--- config.mk ---
export PLATFORM = sky130hd
export DESIGN_NAME = mem_port_arbiter
export DESIGN_NICKNAME = d
export VERILOG_FILES = /design/src/rtl/mem_port_arbiter.sv
export SDC_FILE = /design/constraint.sdc
export NUM_CORES = 1
export LEC_CHECK = 0
export CORE_UTILIZATION = 41
export CTS_CLUSTER_SIZE = 10
export DETAILED_ROUTE_END_ITERATION = 10
export PLACE_DENSITY = 0.76
export SLEW_MARGIN = 20
export SYNTH_ARGS = -nofsm -noshare
export SYNTH_HDL_FRONTEND = slang
export SYNTH_SLANG_ARGS = --single-unit
--- constraint.sdc ---
create_clock -name clk -period 6.9 [get_ports clk]
set_input_delay 1.38 -clock clk [delete_from_list [all_inputs] [get_ports clk]]
set_output_delay 1.38 -clock clk [all_outputs]
set_load 0.01 [all_outputs]
--- src/rtl/mem_port_arbiter.sv ---
// Shares one byte-wide RAM port between instruction fetch and load/store.
// Each request is split into per-byte RAM cycles; MEM wins over IF when both ask in IDLE.
module mem_port_arbiter #(
    parameter int ADDR_W = 32
) (
    input  logic              clk,
    input  logic              rst,
    input  logic              rdy,
    input  logic              if_req_i,
    input  logic [ADDR_W-1:0] if_addr_i,
    input  logic              if_flush_i,
    output logic              if_done_o,
    output logic [31:0]       if_inst_o,
    output logic              if_busy_o,
    input  logic              mem_req_i,
    input  logic              mem_we_i,
    input  logic [1:0]        mem_len_i,
    input  logic [ADDR_W-1:0] mem_addr_i,
    input  logic [31:0]       mem_wdata_i,
    output logic              mem_done_o,
    output logic [31:0]       mem_rdata_o,
    output logic              mem_busy_o,
    input  logic [7:0]        ram_din_i,
    output logic [7:0]        ram_dout_o,
    output logic [ADDR_W-1:0] ram_a_o,
    output logic              ram_wr_o
);

    typedef enum logic [2:0] {IDLE, RD_IF, RD_MEM, WR_MEM, DONE} state_t;

    state_t            state, state_nx;
    logic [2:0]        cnt, cnt_nx;
    logic [ADDR_W-1:0] base;
    logic [1:0]        len_q;
    logic              we_q;
    logic              own_mem;
    logic [31:0]       wdata_q;
    logic [31:0]       buf_q;
    logic [31:0]       inst_q;
    logic [31:0]       rdata_q;
    logic [2:0]        nbytes;
    logic              rd_st;
    logic              accept;
    logic [1:0]        cap_idx;

    // len 2 is not a legal size and is served as a full word
    assign nbytes  = (len_q == 2'd0) ? 3'd1 : (len_q == 2'd1) ? 3'd2 : 3'd4;
    assign rd_st   = (state == RD_IF) || (state == RD_MEM);
    assign accept  = (state == IDLE) && (state_nx != IDLE);
    assign cap_idx = cnt[1:0] - 2'd1;

    always_comb begin
        state_nx = state;
        cnt_nx   = cnt;
        unique case (state)
            IDLE: begin
                cnt_nx = 3'd0;
                if (mem_req_i)
                    state_nx = mem_we_i ? WR_MEM : RD_MEM;
                else if (if_req_i && !if_flush_i)
                    state_nx = RD_IF;
            end
            RD_IF, RD_MEM: begin
                if (state == RD_IF && if_flush_i) begin
                    state_nx = IDLE;
                    cnt_nx   = 3'd0;
                end else if (cnt == nbytes) begin
                    state_nx = DONE;
                end else begin
                    cnt_nx = cnt + 3'd1;
                end
            end
            WR_MEM: begin
                if (cnt == nbytes - 3'd1)
                    state_nx = DONE;
                else
                    cnt_nx = cnt + 3'd1;
            end
            DONE: begin
                state_nx = IDLE;
                cnt_nx   = 3'd0;
            end
            default: begin
                state_nx = IDLE;
                cnt_nx   = 3'd0;
            end
        endcase
    end

    always_comb begin
        ram_a_o    = '0;
        ram_wr_o   = 1'b0;
        ram_dout_o = 8'h00;
        if (rd_st) begin
            // While frozen, keep presenting the address whose byte is still owed,
            // so ram_din_i carries that byte again in the cycle rdy returns.
            if (!rdy && cnt != 3'd0)
                ram_a_o = base + ADDR_W'(cnt - 3'd1);
            else if (cnt < nbytes)
                ram_a_o = base + ADDR_W'(cnt);
        end else if (state == WR_MEM) begin
            ram_a_o    = base + ADDR_W'(cnt);
            ram_wr_o   = rdy && !rst;
            ram_dout_o = wdata_q[{cnt[1:0], 3'b000} +: 8];
        end
    end

    assign if_done_o   = (state == DONE) && !own_mem && rdy && !rst && !if_flush_i;
    assign mem_done_o  = (state == DONE) && own_mem && rdy && !rst;
    assign if_inst_o   = ((state == DONE) && !own_mem && !if_flush_i) ? buf_q : inst_q;
    assign mem_rdata_o = ((state == DONE) && own_mem && !we_q) ? buf_q : rdata_q;
    assign if_busy_o   = if_req_i && !if_done_o;
    assign mem_busy_o  = mem_req_i && !mem_done_o;

    always_ff @(posedge clk) begin
        if (rst) begin
            state   <= IDLE;
            cnt     <= 3'd0;
            base    <= '0;
            len_q   <= 2'd0;
            we_q    <= 1'b0;
            own_mem <= 1'b0;
            wdata_q <= 32'h0;
            buf_q   <= 32'h0;
            inst_q  <= 32'h0;
            rdata_q <= 32'h0;
        end else if (rdy) begin
            state <= state_nx;
            cnt   <= cnt_nx;
            if (accept) begin
                buf_q <= 32'h0;
                if (state_nx == RD_IF) begin
                    base    <= if_addr_i;
                    len_q   <= 2'd3;
                    we_q    <= 1'b0;
                    own_mem <= 1'b0;
                end else begin
                    base    <= mem_addr_i;
                    len_q   <= mem_len_i;
                    we_q    <= mem_we_i;
                    own_mem <= 1'b1;
                    wdata_q <= mem_wdata_i;
                end
            end
            if (rd_st && cnt != 3'd0)
                buf_q[{cap_idx, 3'b000} +: 8] <= ram_din_i;
            if (state == DONE) begin
                if (own_mem && !we_q)
                    rdata_q <= buf_q;
                else if (!own_mem && !if_flush_i)
                    inst_q <= buf_q;
            end
        end
    end

endmodule
==> flow_summary.json <==
{
  "outcome": "finished, final reports clean",
  "post-route-util": 0.545,
  "yosysSeqAreaShare": 0.336,
  "p_per_area_nw_per_um2": 218,
  "synth_top_area_frac": 0.336,
  "p_seq_frac": 0.370,
  "rsz0062_at_grt": "no",
  "root_buffer": "clkbuf_16",
  "synth-edff-count": 0,
  "nNetsFinal": 1537,
  "synthFlopType": "dfxtp_1",
  "synthArstFlopShare": 0,
  "clock-sinks": 170,
  "r2r_start": "len_q[1]",
  "sw_frac_of_total": 0.330,
  "numCtsBuffers": 17,
  "slew_viol_final": 0,
  "ir_drop_uv": 175,
  "grt_pass1_vias": 9048,
  "grt_antenna_before_repair": 0,
  "netlist_instances": 1193,
  "power.leakage_nw": 4.73,
  "path_class": "reg2out",
  "fillerInstances": 2222,
  "internal-power_w": 0.00193,
  "relSlewSlack": 0.293,
  "max_freq_mhz": 170,
  "post-route-period-util": 0.850,
  "drc": 0,
  "start_kind": "flip-flop",
  "hold_viol": 0,
  "postRouteAntennaNets": 0,
  "drive_above_1_share": 0.123,
  "fin_tns_setup_ps": 0,
  "row_count": 57,
  "cp.arrival_ps": 4490,
  "yosys-top-cells-area": "dfxtp_1, nand2_1, mux2_2",
  "cts_max_level": 4,
  "first_pass_iters": 7,
  "grt_overflow_total": 0,
  "path_max_fanout": 10,
  "syn_avg_cell_area_sq_um": 8.49,
  "dp_slack_ps": 1240,
  "fin_crit_ps": 5870,
  "clock_path_buffers": 2,
  "core_sq_um": 24200,
  "ys_types": 69,
  "crit_path_end_kind": "output port",
  "routed_wl_mm": 28.7,
  "tritoncts": "done",
  "grtUsageTotal": 0.225,
  "clkSlewWorstSetupHoldPaths_ps": 70,
  "worst_pin_slew_ps": 1060,
  "ys_ff_latch": 170,
  "p_comb_frac": 0.278,
  "dpl-instance-area_sq_um": 12600,
  "grt_pass1_wl_mm": 46.4,
  "dieArea_sq_um": 25300,
  "p_clk_frac": 0.353,
  "hold_path_end": "rdata_q[4]",
  "drt_iter0_drc": 571,
  "viasPerCell": 5.46,
  "die_w_um": 159,
  "dieHeight_um": 159,
  "final_area_sq_um": 13200,
  "yosys-top-cells-count": "nand2_1, dfxtp_1, a21oi_1",
  "reg2reg_to": "base[17]",
  "syn-cell-area_sq_um": 10100,
  "gp_congestion": 0.866,
  "areaGrowthSynthToFinish_pct": 30.4,
  "clock_skew_ps": 12.4,
  "holdPathStages": 2,
  "hpwl_mm": 20.4,
  "post_cts_buffers": 0,
  "hold_buffers": 0,
  "holdCritStartpoint": "rdata_q[4]",
  "reg2regPathDepth": 10,
  "synth_most_common_cell": "nand2_1",
  "syn_nets": 1351,
  "p_sw_w": 0.000951,
  "numPortBuffers": 221,
  "diodes": 0,
  "cap_viol_max_count": 0,
  "wl_per_cell_um": 16.7,
  "initial_core_util": 0.418,
  "yosysTopAreaCell": "dfxtp_1",
  "ctsResizeCount": 0,
  "grt_max_degree": 80,
  "holdWs_ps": 454,
  "dr_total_vias": 9375,
  "finalSetupViolCount": 0,
  "required_ps": 5520,
  "r2r_slack_ps": 3730,
  "ios": 222,
  "yosysWarnings": 0,
  "fin_ws_ps": 1030,
  "hold_class": "reg2reg",
  "clock_latency_ps": 430
}
==> layout make-up <==
class	count	area (sq um)	share of cell area
well taps	324	405	0.0307
flip-flops and latches	170	3400	0.258
clock inverters	15	206	0.0156
repair buffers	235	2310	0.175
inverters	19	71.3	0.00540
multi-input cells	936	6380	0.483
clock buffers	17	425	0.0322
==> per-layer routing <==
metal | GRT usage | vias up | part of all wire | wire (um)
met5 | 0 | - | 0 | 0
met4 | 0.0922 | 0 | 0.031 | 879
met3 | 0.0380 | 57 | 0.049 | 1400
met2 | 0.372 | 281 | 0.47 | 13500
met1 | 0.291 | 4415 | 0.45 | 12900
li1 | - | 4622 | - | -
==> cells by family after synthesis <==
| group | after synthesis | synth area share |
|---|---|---|
| adder cells (fa/ha/maj) | 46 | 0.0580 |
| AND/OR/NAND/NOR | 421 | 0.185 |
| flip-flops | 170 | 0.336 |
| multiplexers | 107 | 0.123 |
| XOR/XNOR | 57 | 0.0493 |
| buffers and inverters | 87 | 0.0366 |
| AO/OA/AOI/OAI | 305 | 0.211 |
==> power groups by stage <==
stage               Clock [W]  Combinational, W  Sequential, W
floorplan                   0          0.000572        0.00107
global placement            0          0.000780        0.00108
detailed placement          0          0.000789        0.00109
CTS                   0.00103          0.000795        0.00106
global route          0.00108          0.000877        0.00107
finish                0.00101          0.000799        0.00106
==> stage by stage <==
stage	instances	total power, W
2_1_floorplan	1193	0.00164
3_3_place_gp	1684	0.00186
3_5_place_dp	1684	0.00187
4_1_cts	1716	0.00289
5_1_grt	1716	0.00303
6_report	1716	0.00288
==> critical path, cell delays in order (launching register included) <==
cell and delay, ps:
dfxtp_1 520, inv_1 220, ha_1 420, inv_1 120, ha_1 290, a21o_1 190
and4_1 230, o2111ai_1 180, o211ai_1 250, o2111ai_1 320, a21boi_0 200, or4_1 490
nand3_1 90, clkdlybuf4s50_1 530
==> worst max-delay path by stage <==
stage / start / end / slack, ps
CTS: cnt[0] / ram_a_o[28] / 1060
global route: cnt[0] / ram_a_o[20] / 710
global placement: rdy / ram_a_o[6] / 1300
floorplan: cnt[0] / ram_a_o[20] / 860
detailed placement: rdy / ram_a_o[15] / 1240
finish: cnt[0] / ram_a_o[19] / 1030
==> registers in the layout, indices dropped and copies added, names as in the netlist <==
register  cells
base         32
state         3
inst_q       32
own_mem       1
we_q          1
wdata_q      32
rdata_q      32
cnt           3
len_q         2
buf_q        32
==> layout by cell type, fill, tap and decap left out, types with 6 or more instances in the layout <==
cell	instances
a211oi_1	10
a211oi_2	28
a21o_1	9
a21oi_1	131
a22o_1	8
a32o_1	24
and2_1	13
buf_4	15
clkbuf_16	17
clkdlybuf4s50_1	220
dfxtp_1	170
ha_1	43
inv_1	19
mux2_2	64
mux2i_1	35
mux4_2	8
nand2_1	237
nand2b_1	14
nand3_1	16
nand4_1	7
nor2_1	76
nor2b_1	6
nor3_1	9
nor3b_1	7
o211ai_1	7
o21ai_0	23
o22ai_1	27
xnor2_1	27
xor2_1	30
(Power assumes the default switching activity.)
